## src/rtl/alu_seq_if.sv

```systemverilog
`default_nettype none
// ============================================================================
// Module   : alu_seq_if
// Purpose  : Operation request and result return channels of the multi-byte
//            ALU sequencer.
// Revision : 1.0 - initial release
// ============================================================================
interface alu_seq_if #(
   parameter int NBYTES = 2
);
   localparam int C_W = 8 * NBYTES;

   logic           op_valid;
   logic           op_ready;
   logic [C_W-1:0] op_a;
   logic [C_W-1:0] op_b;
   logic [3:0]     op_sel;
   logic           op_mode;
   logic           op_cin;

   logic           res_valid;
   logic           res_ready;
   logic [C_W-1:0] res_data;
   logic           res_carry;
   logic           res_zero;
   logic           res_neg;

   modport master (
      output op_valid, op_a, op_b, op_sel, op_mode, op_cin, res_ready,
      input  op_ready, res_valid, res_data, res_carry, res_zero, res_neg
   );

   modport slave (
      input  op_valid, op_a, op_b, op_sel, op_mode, op_cin, res_ready,
      output op_ready, res_valid, res_data, res_carry, res_zero, res_neg
   );
endinterface
`default_nettype wire

```

## src/rtl/alu_seq.sv

```systemverilog
`default_nettype none
// ============================================================================
// Module   : alu_seq
// Purpose  : Runs a W-bit operation through the 8-bit ALU one byte per cycle,
//            LSB first, chaining the carry and assembling the result.
// Revision : 1.0 - initial release
// ============================================================================
module alu_seq #(
   parameter int NBYTES = 2
) (
   input  logic       clk,
   input  logic       rst_n,
   alu_seq_if.slave   bus,
   output logic [7:0] alu_a,
   output logic [7:0] alu_b,
   output logic       alu_cf_in,
   output logic [3:0] alu_sel,
   output logic       alu_mode,
   input  logic [7:0] alu_out,
   input  logic       alu_cf_out
);
   localparam int         C_W    = 8 * NBYTES;
   localparam logic [2:0] C_LAST = 3'(NBYTES - 1);

   typedef enum logic [1:0] {
      S_IDLE = 2'd0,
      S_RUN  = 2'd1,
      S_DONE = 2'd2
   } state_t;

   state_t         r_state;
   state_t         w_state_nxt;
   logic [C_W-1:0] r_a_sh;
   logic [C_W-1:0] r_b_sh;
   logic [C_W-1:0] r_res;
   logic [C_W-1:0] w_a_nxt;
   logic [C_W-1:0] w_b_nxt;
   logic [C_W-1:0] w_res_nxt;
   logic [3:0]     r_sel;
   logic [2:0]     r_cnt;
   logic           r_mode;
   logic           r_cin;
   logic           r_carry;
   logic           r_res_carry;
   logic           w_op_ready;
   logic           w_res_valid;
   logic           w_accept;
   logic           w_last;
   logic           w_carry_true;
   logic           w_chain;

   always_ff @(posedge clk or negedge rst_n) begin
      if (!rst_n) begin
         r_state <= S_IDLE;
      end else begin
         r_state <= w_state_nxt;
      end
   end

   always_comb begin
      w_state_nxt = r_state;
      w_op_ready  = 1'b0;
      w_res_valid = 1'b0;
      alu_a       = 8'h00;
      alu_b       = 8'h00;
      alu_cf_in   = 1'b0;
      alu_sel     = 4'h0;
      alu_mode    = 1'b0;
      case (r_state)
         S_IDLE: begin
            w_op_ready = 1'b1;
            if (bus.op_valid) begin
               w_state_nxt = S_RUN;
            end
         end
         S_RUN: begin
            alu_a     = r_a_sh[7:0];
            alu_b     = r_b_sh[7:0];
            alu_cf_in = r_carry;
            alu_sel   = r_sel;
            alu_mode  = r_mode;
            if (w_last) begin
               w_state_nxt = S_DONE;
            end
         end
         S_DONE: begin
            w_res_valid = 1'b1;
            if (bus.res_ready) begin
               w_state_nxt = S_IDLE;
            end
         end
         default: w_state_nxt = S_IDLE;
      endcase
   end

   assign w_accept = w_op_ready & bus.op_valid;
   assign w_last   = (r_cnt == C_LAST);

   // These functions take cf as a true carry; all others expect its inverse.
   always_comb begin
      case (r_sel)
         4'b1000, 4'b1001, 4'b1010, 4'b1101, 4'b1110: w_carry_true = 1'b1;
         default:                                    w_carry_true = 1'b0;
      endcase
   end

   assign w_chain = r_mode ? r_cin : (w_carry_true ? alu_cf_out : ~alu_cf_out);

   // A single-byte build has nothing to shift beyond the ALU byte.
   generate
      if (NBYTES == 1) begin : g_single
         assign w_res_nxt = alu_out;
         assign w_a_nxt   = '0;
         assign w_b_nxt   = '0;
      end else begin : g_multi
         assign w_res_nxt = {alu_out, r_res[C_W-1:8]};
         assign w_a_nxt   = {8'h00, r_a_sh[C_W-1:8]};
         assign w_b_nxt   = {8'h00, r_b_sh[C_W-1:8]};
      end
   endgenerate

   always_ff @(posedge clk or negedge rst_n) begin
      if (!rst_n) begin
         r_a_sh      <= '0;
         r_b_sh      <= '0;
         r_res       <= '0;
         r_sel       <= 4'h0;
         r_cnt       <= 3'd0;
         r_mode      <= 1'b0;
         r_cin       <= 1'b0;
         r_carry     <= 1'b0;
         r_res_carry <= 1'b0;
      end else if (w_accept) begin
         r_a_sh  <= bus.op_a;
         r_b_sh  <= bus.op_b;
         r_sel   <= bus.op_sel;
         r_mode  <= bus.op_mode;
         r_cin   <= bus.op_cin;
         r_carry <= bus.op_cin;
         r_cnt   <= 3'd0;
      end else if (r_state == S_RUN) begin
         r_res   <= w_res_nxt;
         r_a_sh  <= w_a_nxt;
         r_b_sh  <= w_b_nxt;
         r_carry <= w_chain;
         r_cnt   <= r_cnt + 3'd1;
         if (w_last) begin
            r_res_carry <= r_mode ? 1'b0 : alu_cf_out;
         end
      end
   end

   assign bus.op_ready  = w_op_ready;
   assign bus.res_valid = w_res_valid;
   assign bus.res_data  = r_res;
   assign bus.res_carry = r_res_carry;
   assign bus.res_zero  = (r_res == '0);
   assign bus.res_neg   = r_res[C_W-1];
endmodule
`default_nettype wire

```

## src/flat_wrapper.sv

```systemverilog
// flat-port wrapper written by rule: the top's interface ports become plain ports
module alu_seq_flat 
#(
   parameter int NBYTES = 2
)
  (clk, rst_n, alu_a, alu_b, alu_cf_in, alu_sel, alu_mode, alu_out, alu_cf_out, bus_op_valid, bus_op_a, bus_op_b, bus_op_sel, bus_op_mode, bus_op_cin, bus_res_ready, bus_op_ready, bus_res_valid, bus_res_data, bus_res_carry, bus_res_zero, bus_res_neg);
  alu_seq_if #(.NBYTES(NBYTES)) bus_i ();
  input  logic clk;
  input  logic rst_n;
  output logic [7:0] alu_a;
  output logic [7:0] alu_b;
  output logic alu_cf_in;
  output logic [3:0] alu_sel;
  output logic alu_mode;
  input  logic [7:0] alu_out;
  input  logic alu_cf_out;
  input wire logic [$bits(bus_i.op_valid)-1:0] bus_op_valid;
  input wire logic [$bits(bus_i.op_a)-1:0] bus_op_a;
  input wire logic [$bits(bus_i.op_b)-1:0] bus_op_b;
  input wire logic [$bits(bus_i.op_sel)-1:0] bus_op_sel;
  input wire logic [$bits(bus_i.op_mode)-1:0] bus_op_mode;
  input wire logic [$bits(bus_i.op_cin)-1:0] bus_op_cin;
  input wire logic [$bits(bus_i.res_ready)-1:0] bus_res_ready;
  output wire logic [$bits(bus_i.op_ready)-1:0] bus_op_ready;
  output wire logic [$bits(bus_i.res_valid)-1:0] bus_res_valid;
  output wire logic [$bits(bus_i.res_data)-1:0] bus_res_data;
  output wire logic [$bits(bus_i.res_carry)-1:0] bus_res_carry;
  output wire logic [$bits(bus_i.res_zero)-1:0] bus_res_zero;
  output wire logic [$bits(bus_i.res_neg)-1:0] bus_res_neg;
  assign bus_i.op_valid = bus_op_valid;
  assign bus_i.op_a = bus_op_a;
  assign bus_i.op_b = bus_op_b;
  assign bus_i.op_sel = bus_op_sel;
  assign bus_i.op_mode = bus_op_mode;
  assign bus_i.op_cin = bus_op_cin;
  assign bus_i.res_ready = bus_res_ready;
  assign bus_op_ready = bus_i.op_ready;
  assign bus_res_valid = bus_i.res_valid;
  assign bus_res_data = bus_i.res_data;
  assign bus_res_carry = bus_i.res_carry;
  assign bus_res_zero = bus_i.res_zero;
  assign bus_res_neg = bus_i.res_neg;
  alu_seq #(.NBYTES(NBYTES)) u_core (.clk(clk), .rst_n(rst_n), .bus(bus_i), .alu_a(alu_a), .alu_b(alu_b), .alu_cf_in(alu_cf_in), .alu_sel(alu_sel), .alu_mode(alu_mode), .alu_out(alu_out), .alu_cf_out(alu_cf_out));
endmodule
```

## config.mk

```make
export PLATFORM = sky130hd
export DESIGN_NAME = alu_seq_flat
export DESIGN_NICKNAME = d
export VERILOG_FILES = /design/src/rtl/alu_seq_if.sv /design/src/rtl/alu_seq.sv /design/src/flat_wrapper.sv
export SDC_FILE = /design/constraint.sdc
export NUM_CORES = 1
export LEC_CHECK = 0
export ABC_AREA = 1
export ABC_CLOCK_PERIOD_IN_PS = 2300
export BUFFER_PORTS_ARGS = -buffer_cell sky130_fd_sc_hd__buf_2
export CORE_ASPECT_RATIO = 1.25
export CORE_MARGIN = 2
export CORE_UTILIZATION = 54
export DETAILED_ROUTE_END_ITERATION = 10
export GPL_ROUTABILITY_DRIVEN = 1
export PLACE_DENSITY = 0.85
export RECOVER_POWER = 100
export SYNTH_ARGS = -nofsm -noshare
export SYNTH_HDL_FRONTEND = slang
export SYNTH_SLANG_ARGS = --single-unit
```

## constraint.sdc

```tcl
create_clock -name clk -period 2.3 [get_ports clk]
set_input_delay 0.115 -clock clk [delete_from_list [all_inputs] [get_ports clk]]
set_output_delay 0.115 -clock clk [all_outputs]
set_load 0.005 [all_outputs]
```

======== Yosys cells after proc, flatten, opt, wreduce, memory -nomap -nowiden ========
Index checks and enable logic that the tools add are counted.
storage, ports and cells
  register bits after elaboration ......... 61
  output and inout bits ................... 43
  input port bits ......................... 51
  word-level logic and storage cells ...... 55
operators by class
  mux-type cells .......................... 23
  reduce and logical (&&, ||, !) cells .... 7
  bitwise logic cells ..................... 3
  add/sub/neg operators ................... 1
  eq/ne operators ......................... 11
operator list
  cell                   count
  $mux W16               4
  $eq A4 B4 Y1 const B   5
  $logic_not A16 Y1      1
  $mux W8                2
  $mux W1                10
  $mux W2                3
  $mux W3                2
  $pmux W2 S3            1
  $reduce_and A3 Y1      2
  $reduce_or A5 Y1       1
  $mux W4                1
  $ne A2 B2 Y1 const B   2
  $add A3 B1 Y3 const B  1
  $eq A3 B1 Y1 const B   1
  $eq A2 B1 Y1 const B   1
  $eq A2 B2 Y1 const B   1
  $logic_not A2 Y1       1
  $ne A2 B1 Y1 const B   1
  $not A1 Y1             2
  $reduce_and A2 Y1      1
  $reduce_bool A2 Y1     1
  $and A1 B1 Y1          1

======== Logic depth before layout (Yosys ltp) ========
Gate-level depths: netlist (run 1).
  depth in word-level cells ............... 7
  depth in mapped cells ................... 7

======== Worst setup path before layout (run 1) ========
No wires, ideal clock.
  path kind ............................... reg2reg
  start ................................... register u_core.r_state[0]
  end ..................................... register u_core.r_b_sh[0]
  required time ........................... 2170 ps
  cell stages (with the launch flop) ...... 6
  setup slack ............................. 1153 ps
  path buffers ............................ 1
  arrival time ............................ 1017 ps
  cell sequence ........................... dfrtp_1 > nor2_4 > nand2_4 > nand2_4 > buf_6 > o221ai_2
on the way
  word-level cells in the longest chain between the ends .. 4
ends and longest elaborated chain
  what                                                   RTL line            RTL
  start, declared                                        alu_seq.sv:31       state_t r_state;
  start signal, assigned                                 alu_seq.sv:56       r_state <= w_state_nxt;
  $logic_not A2 Y1 (*)                                   alu_seq.sv:69       case (r_state)
  $mux W1 (*)                                            alu_seq.sv:69
  via bus_op_ready                                       flat_wrapper.sv:24  output wire logic [$bits(bus_i.op_ready)-1:0] bus_op_ready;
  $and A1 B1 Y1 (*)                                      alu_seq.sv:96       assign w_accept = w_op_ready & bus.op_valid;
  $mux W16 / $reduce_bool A2 Y1 (equally long branches)  n/a
  end signal, assigned                                   alu_seq.sv:135      r_b_sh <= bus.op_b;
  end signal, assigned                                   alu_seq.sv:144      r_b_sh <= w_b_nxt;
  end, declared                                          alu_seq.sv:34       logic [C_W-1:0] r_b_sh;
Mark *: on every way through the listed nets, which the timed path passes. The rest lies on a longest branch.
A chain may end at the register's enable or synchronous reset.

======== Worst setup path after layout (run 1) ========
  start ................................... register u_core.r_state[0]
  end ..................................... output port alu_cf_in
on the way
  word-level cells in the longest chain between the ends .. 2
ends and longest elaborated chain
  what           RTL line            RTL
  $eq A2 B1 Y1   alu_seq.sv:69
  $mux W1        alu_seq.sv:69
  end, declared  flat_wrapper.sv:12  output logic alu_cf_in;
No other way between the ends.

==> results of run 1 <==
-- state kept, by name, summed over array words and instances (netlist names) --
register / count
u_core.r_cnt: 3
u_core.bus.res_carry: 1
u_core.r_b_sh: 16
u_core.r_cin: 1
u_core.r_mode: 1
u_core.r_a_sh: 16
u_core.r_sel: 4
u_core.r_carry: 1
u_core.r_state: 2
u_core.bus.res_data: 16
-- stage by stage --
| stage | cell area, sq um | hold WS [ns] | util |
|---|---|---|---|
| 2_1_floorplan | 2788 | -0.1806 | - |
| 3_3_place_gp | 3236 | 0.1754 | 0.6415 |
| 3_5_place_dp | 3236 | 0.1970 | 0.6415 |
| 4_1_cts | 3674 | 0.001793 | 0.7284 |
| 5_1_grt | 3545 | 0.01117 | 0.7028 |
| 6_report | 3545 | -0.006013 | 0.7028 |
-- report_power, final --
part / switching [W] / internal (W) / leakage (nW)
logic: 0.00122 / 0.000674 / 0.900
registers: 0.000260 / 0.00158 / 0.773
clock network: 0.000402 / 0.000473 / 0.0926
total: 0.00188 / 0.00273 / 1.77
-- final cells by class --
class | count | area [sq um] | share of cell area
Multi-Input combinational cell | 172 | 840.8 | 0.2372
Clock inverter | 1 | 5.005 | 0.001412
Inverter | 55 | 206.4 | 0.05824
Clock buffer | 14 | 172.7 | 0.04871
Tap cell | 62 | 77.57 | 0.02188
Timing Repair Buffer | 121 | 715.7 | 0.2019
Sequential cell | 61 | 1526 | 0.4306
-- kinds of logic after synthesis --
logic type	count (synthesis)
AND/OR/NAND/NOR	110
flip-flops	61
adder cells (fa/ha/maj)	2
buffers and inverters	70
AO/OA/AOI/OAI	60
-- Yosys cell counts (3+ instances only) --
cell / count / area share
buf_4: 4 / 0.011
nand2_1: 67 / 0.090
buf_6: 6 / 0.024
o221ai_1: 4 / 0.013
inv_1: 53 / 0.071
o21ai_0: 13 / 0.023
o221ai_2: 12 / 0.065
o21ai_1: 26 / 0.047
a21oi_1: 3 / 0.0054
dfrtp_1: 61 / 0.55
nor2_1: 29 / 0.039
nand2_4: 3 / 0.012
buf_2: 5 / 0.0090
nor4_1: 4 / 0.0090
-- worst max-delay path, cell delays in order (launching register included) --
cell and delay, ns:
dfrtp_1 0.43, nand2_4 0.26, buf_4 0.40, nor2_1 0.10, clkbuf_1 0.12
-- how the worst max path moves through the flow --
| stage | startpoint | endpoint | slack, ns | cells after the start |
|---|---|---|---|---|
| floorplan | u_core.r_state[0] | u_core.r_b_sh[0] | 1.15 | 5 |
| global placement | u_core.r_state[1] | alu_cf_in | 0.78 | 5 |
| detailed placement | u_core.r_state[1] | u_core.r_carry | 0.73 | 6 |
| CTS | u_core.r_state[1] | alu_cf_in | 0.40 | 5 |
| global route | rst_n | u_core.r_carry | 0.21 | 2 |
| finish | u_core.r_state[0] | alu_cf_in | 0.53 | 4 |
-- per-layer routing --
| layer | vias to the layer above | wire length [um] | GRT usage |
|---|---|---|---|
| li1 | 1190 | - | - |
| met1 | 1133 | 2697 | 0.3067 |
| met2 | 80 | 3303 | 0.4078 |
| met3 | 13 | 352 | 0.04424 |
| met4 | 0 | 125 | 0.1073 |
| met5 | - | 0 | 0 |
-- timing repair --
| action | in CTS | in global routing |
|---|---|---|
| resized for setup | 0 | 0 |
| endpoints found under the hold margin | 53 | 0 |
| hold buffers | 26 | 0 |
==> metrics.yaml, run 1 <==
clock_tree:
  root_buffer: "clkbuf_8"
  clk_latency_ns: 0.34
  clkSinkCount: 61
  cts_buffers: 9
  clockBufferDepth: 2
  cts.htree.levels: 3
  path_clk_slew_ns: 0.07
  cts_post_setup_buffers_inserted: 0
  cts_tree: "done"
sta:
  relSlewSlack: -0.09399
  setup_violations: 0
  tns_ns: 0
  whs_ns: -0.006013
  finalMaxSlewViolations: 29
  max_freq_mhz: 566.0
  hold_viol_final: 4
  skew_ns: 0.005002
  period_needed_ns: 1.767
  fin_crit_sh: 0.7681
  fin_ws_ns: 0.5333
  tightest_slew_ns: 1.641
  rsz0062_at_grt: "false"
placement:
  preCtsSetupSlack_ns: 0.7333
  gp_congestion: 0.7643
  dp_hpwl_um: 4005
  dp.cells: 445
  io_buffers: 93
power_and_ir_drop:
  max-vdd-ir-drop_uv: 873.5
  leakage_nw: 1.765
  p_per_area_nw_per_um2: 1301
  power_w: 0.004611
worst_setup_path:
  worstPathArrival_ns: 1.65
  start_kind: "flop"
  reg2reg_depth: 6
  r2r_end: "u_core.r_carry"
  worstPathRequired_ns: 2.18
  worstReg2RegStart: "u_core.r_state[0]"
  path_max_fanout: 33
  endpoint_kind: "output port"
  criticalPathCategory: "flop to output port"
  regToRegSetupSlack_ns: 0.61
layout:
  final_common_cell: "nand2_1"
  layout.nets: 473
  mostFrequentLayoutCells: "nand2_1, dfrtp_1, inv_1"
  area_growth_syn_to_layout_pct: 27.15
  diodes: 0
  fillers: 407
  drive_gt1_frac: 0.1981
  fin_cells: 486
drt:
  wl_um: 6478
  first_iter_violations: 120
  vias: 2416
  ant_nets: 0
  firstDrtPassIters: 4
  via_per_inst: 4.971
  drc: 0
  wl_per_cell_um: 13.33
synth:
  yosysWarnings: 0
  ys_seq_area_frac: 0.5476
  syn_avg_cell_area_sq_um: 9.200
  syn_nets: 356
  synthSimpleGateAreaFrac: 0.1661
  synth_mux_area_frac: 0
  synthCells: 303
  synth_top_family_by_area: "simple AND/OR/NAND/NOR gates"
  netlist_area_sq_um: 2788
  synth_compound_area_frac: 0.1593
  synthArstFlopShare: 1.000
  synth.distinct_cells: 23
  ys_seq_elements: 61
  synthAdderAreaFrac: 0.008977
  synth_xor_area_frac: 0
  synth-edff-count: 0
  ys_dominant_reg_cell: "dfrtp_1"
hold_path:
  holdCritStartpoint: "bus_op_b[14]"
  whs_endpoint: "u_core.r_b_sh[14]"
  min_path_cells: 3
  hp-class: "input port to flop"
floorplanning:
  fp.dieW_um: 68.27
  die_area_sq_um: 5757
  start_util: 0.5527
  pin_count: 94
  fp.dieH_um: 84.33
  core_sq_um: 5044
  row_count: 29
grt:
  groute.usage.overall: 0.2455
  grt_max_degree: 43
  grt_pass1_wl_um: 10640
  grt_antenna_before_repair: 0
  grt_pass1_vias: 2427
  grt_overflow_total: 0
run_status:
  status: "complete, but fails checks"
  violations: "hold timing, capacitance limit, slew limit"
flow_run:
  cap_violations: 1
No activity file was read; power rests on OpenSTA's default activity.
==> run 2, diff against run 1 <==
ABC_CLOCK_PERIOD_IN_PS = 1800   (was 2300)
CORE_UTILIZATION = 50   (was 54)
PLACE_DENSITY = 0.79   (was 0.85)
clock period = 1.8 ns   (was 2.3 ns; I/O delays follow)
==> run 2 against run 1 <==
- non-clock buffer count rose by 22
- clock-buffer cell count is 2 lower
- setup slack worse by 0.36 ns
- sequential share of layout area is 2.6 points lower
- final area rose by 6.3%
- the run now ends clean
- largest cell class unchanged
- utilization decreased by 0.56 points
==> metrics.yaml, run 2 (synthesis gave the netlist of run 1 again) <==
sta:
  skew_ns: 0.003909  # was 0.005002 ns
  relSlewSlack: 0.1365  # was -0.09399
  tightest_slew_ns: 1.295  # was 1.641 ns
  finalMaxSlewViolations: 0  # was 29
  rsz0062_at_grt: "false"  # unchanged
  whs_ns: 0.06287  # was -0.006013 ns
  tns_ns: 0  # unchanged
  hold_viol_final: 0  # was 4
  setup_violations: 0  # unchanged
  fin_crit_sh: 0.9013
  period_needed_ns: 1.622
  max_freq_mhz: 616.4
drt:
  firstDrtPassIters: 4  # unchanged
  vias: 2502  # was 2416
  via_per_inst: 4.916  # was 4.971
  first_iter_violations: 136  # was 120
  drc: 0  # unchanged
  wl_per_cell_um: 13.48  # was 13.33 um
  ant_nets: 0  # unchanged
  wl_um: 6863  # was 6478 um
placement:
  dp.cells: 449  # was 445
  dp_hpwl_um: 3830  # was 4005 um
  io_buffers: 93  # unchanged
  gp_congestion: 0.7647  # was 0.7643
grt:
  grt_max_degree: 43  # unchanged
  grt_overflow_total: 0  # unchanged
  grt_pass1_vias: 2605  # was 2427
  grt_antenna_before_repair: 0  # unchanged
  grt_pass1_wl_um: 11390  # was 10640 um
  groute.usage.overall: 0.2382  # was 0.2455
worst_setup_path:
  reg2reg_depth: 4  # was 6
  slowest_stage: "dfrtp_1"  # unchanged
  slowest_delay_ns: 0.38  # was 0.43 ns
  worstPathRequired_ns: 1.71  # was 2.18 ns
  worstPathArrival_ns: 1.53  # was 1.65 ns
  endpoint_kind: "output port"  # unchanged
  criticalPathCategory: "flop to output port"  # unchanged
  path_max_fanout: 34  # was 33
  path_cells: "inv_1 -> nand2_4 -> buf_4 -> nor2_1 -> clkbuf_1"  # was nand2_4 -> buf_4 -> nor2_1 -> clkbuf_1
  start_kind: "flop"  # unchanged
power_and_ir_drop:
  leakage_nw: 1.880  # was 1.765 nW
  max-vdd-ir-drop_uv: 859.1  # was 873.5 uV
  p_per_area_nw_per_um2: 1576  # was 1301 nW/um^2
hold_path:
  min_path_cells: 3  # unchanged
  hp-class: "input port to flop"  # unchanged
floorplanning:
  pin_count: 94  # unchanged
  die_area_sq_um: 6192  # was 5757 sq um
  core_sq_um: 5405  # was 5044 sq um
  row_count: 30  # was 29
  fp.dieH_um: 87.48  # was 84.33 um
  fp.dieW_um: 70.79  # was 68.27 um
  start_util: 0.5157  # was 0.5527
layout:
  diodes: 0  # unchanged
  layout.nets: 495  # was 473
  mostFrequentLayoutCells: "nand2_1, buf_2, dfrtp_1"  # was nand2_1, dfrtp_1, inv_1
  area_growth_syn_to_layout_pct: 35.19  # was 27.15%
  drive_gt1_frac: 0.2045  # was 0.1981
  final_common_cell: "nand2_1"  # unchanged
  fin_cells: 509  # was 486
  regArea_sq_um: 1526  # unchanged
  multi_input_area_sq_um: 842.1  # was 840.8 sq um
  fillers: 439  # was 407
run_status:
  status: "finished, final reports clean"  # was complete, but fails checks
flow_run:
  cap_violations: 0  # was 1
clock_tree:
  cts.htree.levels: 3  # unchanged
  cts_post_setup_buffers_inserted: 0  # unchanged
  cts_tree: "done"  # unchanged
  root_buffer: "clkbuf_8"  # unchanged
  postCtsResizedCells: 0  # unchanged
  clkSinkCount: 61  # unchanged
  clk_latency_ns: 0.33  # was 0.34 ns
  path_clk_slew_ns: 0.06  # was 0.07 ns
  cts_buffers: 9  # unchanged
  clockBufferDepth: 2  # unchanged
==> run 2: cell count changes in the layout (fill, tap and decap cells not counted), sizes merged <==
cell / before / now
buf: 55 / 66
clkbuf: 54 / 43
clkinv: 1 / 2
dlygate4sd3: 26 / 46
==> run 2: metrics by stage <==
step	worst slack (ns)	area (sq um)	total power [W]	util
6_report	0.1777	3769	0.005941	0.6972
5_1_grt	0.03415	3769	0.006455	0.6972
4_1_cts	0.1213	3891	0.006295	0.7199
3_5_place_dp	0.3893	3266	0.005139	0.6042
3_3_place_gp	0.4296	3266	0.005041	0.6042
2_1_floorplan	0.6533	2788	0.004428	-
==> run 2: path summary, 6_finish.rpt <==
check / from / to / slack [ns]
worst min register to register: u_core.r_cnt[2] / u_core.r_cnt[2] / 0.49
max in group asynchronous: rst_n / u_core.bus.res_data[9] / 0.41
worst max-delay path: u_core.r_state[1] / alu_mode / 0.18
worst min-delay path: bus_op_cin / u_core.r_cin / 0.06
worst max register to register: u_core.r_state[0] / u_core.r_b_sh[4] / 0.30
min in group asynchronous: rst_n / u_core.bus.res_data[4] / 0.58
==> run 2: area by class of cell <==
class | count | share of cell area
clock inverters | 2 | 0.002656
well taps | 64 | 0.02125
multi-input cells | 172 | 0.2234
clock buffers | 12 | 0.04117
flip-flops and latches | 61 | 0.4050
inverters | 55 | 0.05478
repair buffers | 143 | 0.2517
==> run 2: routing by layer <==
layer,track usage,vias up,share of wire
met5,0,-,0
met3,0.03819,15,0.051
met2,0.4248,81,0.52
met1,0.2747,1176,0.40
met4,0.1235,0,0.021
li1,-,1230,-
==> run 2: report_power, final <==
| group | internal [W] | total, W | switching, W |
|---|---|---|---|
| sequential | 0.00203 | 0.00236 | 0.000335 |
| combinational | 0.000941 | 0.00253 | 0.00159 |
| clock | 0.000555 | 0.00105 | 0.000494 |
| total | 0.00352 | 0.00594 | 0.00242 |
==> run 2: worst max-delay path: cells and delay by family (launching register included) <==
family | cells | cell delay (ns)
flops | 1 | 0.38
buf+inv | 3 | 0.55
simple gates | 2 | 0.27
==> run 2: repair_timing <==
item | in CTS | in global routing
hold endpoints to repair | 68 | 0
endpoints found under the setup margin | 0 | 0
hold buffers | 46 | 0
==> run 3, diff against run 2 <==
CELL_PAD_IN_SITES_DETAIL_PLACEMENT = 0   (was not set)
CELL_PAD_IN_SITES_GLOBAL_PLACEMENT = 1   (was not set)
CORE_UTILIZATION = 37   (was 50)
PLACE_DENSITY = not set   (was 0.79)
PLACE_DENSITY_LB_ADDON = 0.1   (was not set)
TNS_END_PERCENT = 50   (was not set)
==> run 3 against run 2 <==
- critical path type unchanged
- largest power group unchanged
- flip-flop and latch count unchanged
- register-to-register slack worse by 0.05 ns
- via count down 2.6%
- worst hold slack lost 0.056 ns
- fmax increased by 2.0%
- highest routed layer unchanged
- power grew 2.3%
==> metrics.yaml, run 3 (synthesis gave the netlist of run 1 again) <==
sta:
  max_freq_mhz: 628.6  # was 616.4 MHz
  setup_violations: 0  # unchanged
  rsz0062_at_grt: "false"  # unchanged
  hold_viol_final: 0  # unchanged
  skew_ns: 0.009914  # was 0.003909 ns
  tightest_slew_ns: 1.261  # was 1.295 ns
  fin_crit_sh: 0.8838  # was 0.9013
  finalMaxSlewViolations: 0  # unchanged
  tns_ns: 0  # unchanged
  relSlewSlack: 0.1592  # was 0.1365
  whs_ns: 0.007067  # was 0.06287 ns
  fin_ws_ns: 0.2091  # was 0.1777 ns
  period_needed_ns: 1.591  # was 1.622 ns
worst_setup_path:
  path_max_fanout: 27  # was 34
  worstPathArrival_ns: 1.50  # was 1.53 ns
  reg2reg_depth: 6  # was 4
  endpoint_kind: "output port"  # unchanged
  criticalPathCategory: "flop to output port"  # unchanged
  start_kind: "flop"  # unchanged
  worstPathRequired_ns: 1.71  # about the same
grt:
  grt_pass1_vias: 2364  # was 2605
  groute.usage.overall: 0.1650  # was 0.2382
  grt_pass1_wl_um: 10470  # was 11390 um
  grt_antenna_before_repair: 0  # unchanged
  grt_max_degree: 41  # was 43
  grt_overflow_total: 0  # unchanged
hold_path:
  hp-class: "input port to flop"  # unchanged
  min_path_cells: 3  # unchanged
layout:
  diodes: 0  # unchanged
  layout.nets: 494  # was 495
  area_growth_syn_to_layout_pct: 37.84  # was 35.19%
  final_common_cell: "nand2_1"  # unchanged
  drive_gt1_frac: 0.2175  # was 0.2045
  final_area_sq_um: 3842  # was 3769 sq um
  fin_cells: 538  # was 509
  mostFrequentLayoutCells: "nand2_1, buf_2, dfrtp_1"  # unchanged
placement:
  preCtsSetupSlack_ns: 0.3810  # was 0.3893 ns
  dp.cells: 477  # was 449
  placed_area_sq_um: 3301  # was 3266 sq um
  gp_congestion: 0.6906  # was 0.7647
  dp_hpwl_um: 4393  # was 3830 um
  io_buffers: 93  # unchanged
clock_tree:
  clk_latency_ns: 0.32  # was 0.33 ns
  cts_buffers: 9  # unchanged
  postCtsResizedCells: 0  # unchanged
  cts.htree.levels: 3  # unchanged
  cts_tree: "done"  # unchanged
  root_buffer: "clkbuf_8"  # unchanged
  clockBufferDepth: 2  # unchanged
  clkSinkCount: 61  # unchanged
  path_clk_slew_ns: 0.07  # was 0.06 ns
power_and_ir_drop:
  leakage_nw: 1.882  # was 1.880 nW
  max-vdd-ir-drop_uv: 792.9  # was 859.1 uV
  p_per_area_nw_per_um2: 1582  # was 1576 nW/um^2
floorplanning:
  pin_count: 94  # unchanged
  die_area_sq_um: 8249  # was 6192 sq um
  core_sq_um: 7357  # was 5405 sq um
  start_util: 0.3789  # was 0.5157
  fp.dieW_um: 81.64  # was 70.79 um
  row_count: 35  # was 30
  fp.dieH_um: 101.0  # was 87.48 um
drt:
  wl_per_cell_um: 12.08  # was 13.48 um
  ant_nets: 0  # unchanged
  wl_um: 6498  # was 6863 um
  via_per_inst: 4.530  # was 4.916
  drc: 0  # unchanged
  vias: 2437  # was 2502
  first_iter_violations: 66  # was 136
  firstDrtPassIters: 5  # was 4
flow_run:
  cap_violations: 0  # unchanged
run_status:
  status: "finished, final reports clean"  # unchanged
run 3: cell types whose count changed in the layout (fill, tap and decap cells not counted), moves of 2 or more:
cell and change:
o221ai_1 -3, o21ai_0 +2, o221ai_2 +3, inv_2 +2, o21ai_1 -2, inv_1 -2
run 3: power by group:
part | switching (W) | internal (W) | total [W]
registers | 0.000320 | 0.00202 | 0.00234
logic | 0.00159 | 0.000967 | 0.00256
clock network | 0.000500 | 0.000674 | 0.00117
run 3: worst paths after layout:
kind | to | from | slack [ns]
min | u_core.r_b_sh[14] | bus_op_b[14] | 0.007
min in group asynchronous | u_core.r_state[1] | rst_n | 0.56
min reg2reg | u_core.r_cin | u_core.r_cin | 0.51
max reg2reg | u_core.r_b_sh[15] | u_core.r_state[0] | 0.25
max in group asynchronous | u_core.r_cnt[0] | rst_n | 0.42
max | alu_b[3] | u_core.r_state[1] | 0.21
run 3: critical path: stages, from the launching register on:
cell	delay [ns]
dfrtp_1	0.38
inv_1	0.12
nand2_4	0.11
buf_4	0.24
nor2_1	0.18
clkbuf_1	0.13
run 3: final cells by class:
cell class / count / area (sq um)
Clock inverter: 4 / 47.55
Timing Repair Buffer: 142 / 940.9
Tap cell: 92 / 115.1
Inverter: 55 / 206.4
Sequential cell: 61 / 1526
Fill cell: 782 / 3515
Multi-Input combinational cell: 172 / 860.8
Clock buffer: 12 / 145.1
run 3: timing repair:
action | 4_1_cts | 5_1_grt
endpoints found under the setup margin | 0 | 0
hold buffers | 45 | 0
endpoints found under the hold margin | 65 | 0
buffers inserted | 0 | 0
run 3: layer usage:
metal / vias up / track usage / share of wire
li1: 1237 / - / -
met2: 65 / 0.2869 / 0.50
met4: 0 / 0.07308 / 0.0080
met5: - / 0 / 0
met3: 4 / 0.03136 / 0.054
met1: 1131 / 0.1949 / 0.44
run 3: through the flow:
step,power (W),utilization
5_1_grt,0.006668,0.5223
3_5_place_dp,0.005196,0.4486
2_1_floorplan,0.004428,-
3_3_place_gp,0.005155,0.4486
6_report,0.006080,0.5223
4_1_cts,0.006491,0.5361
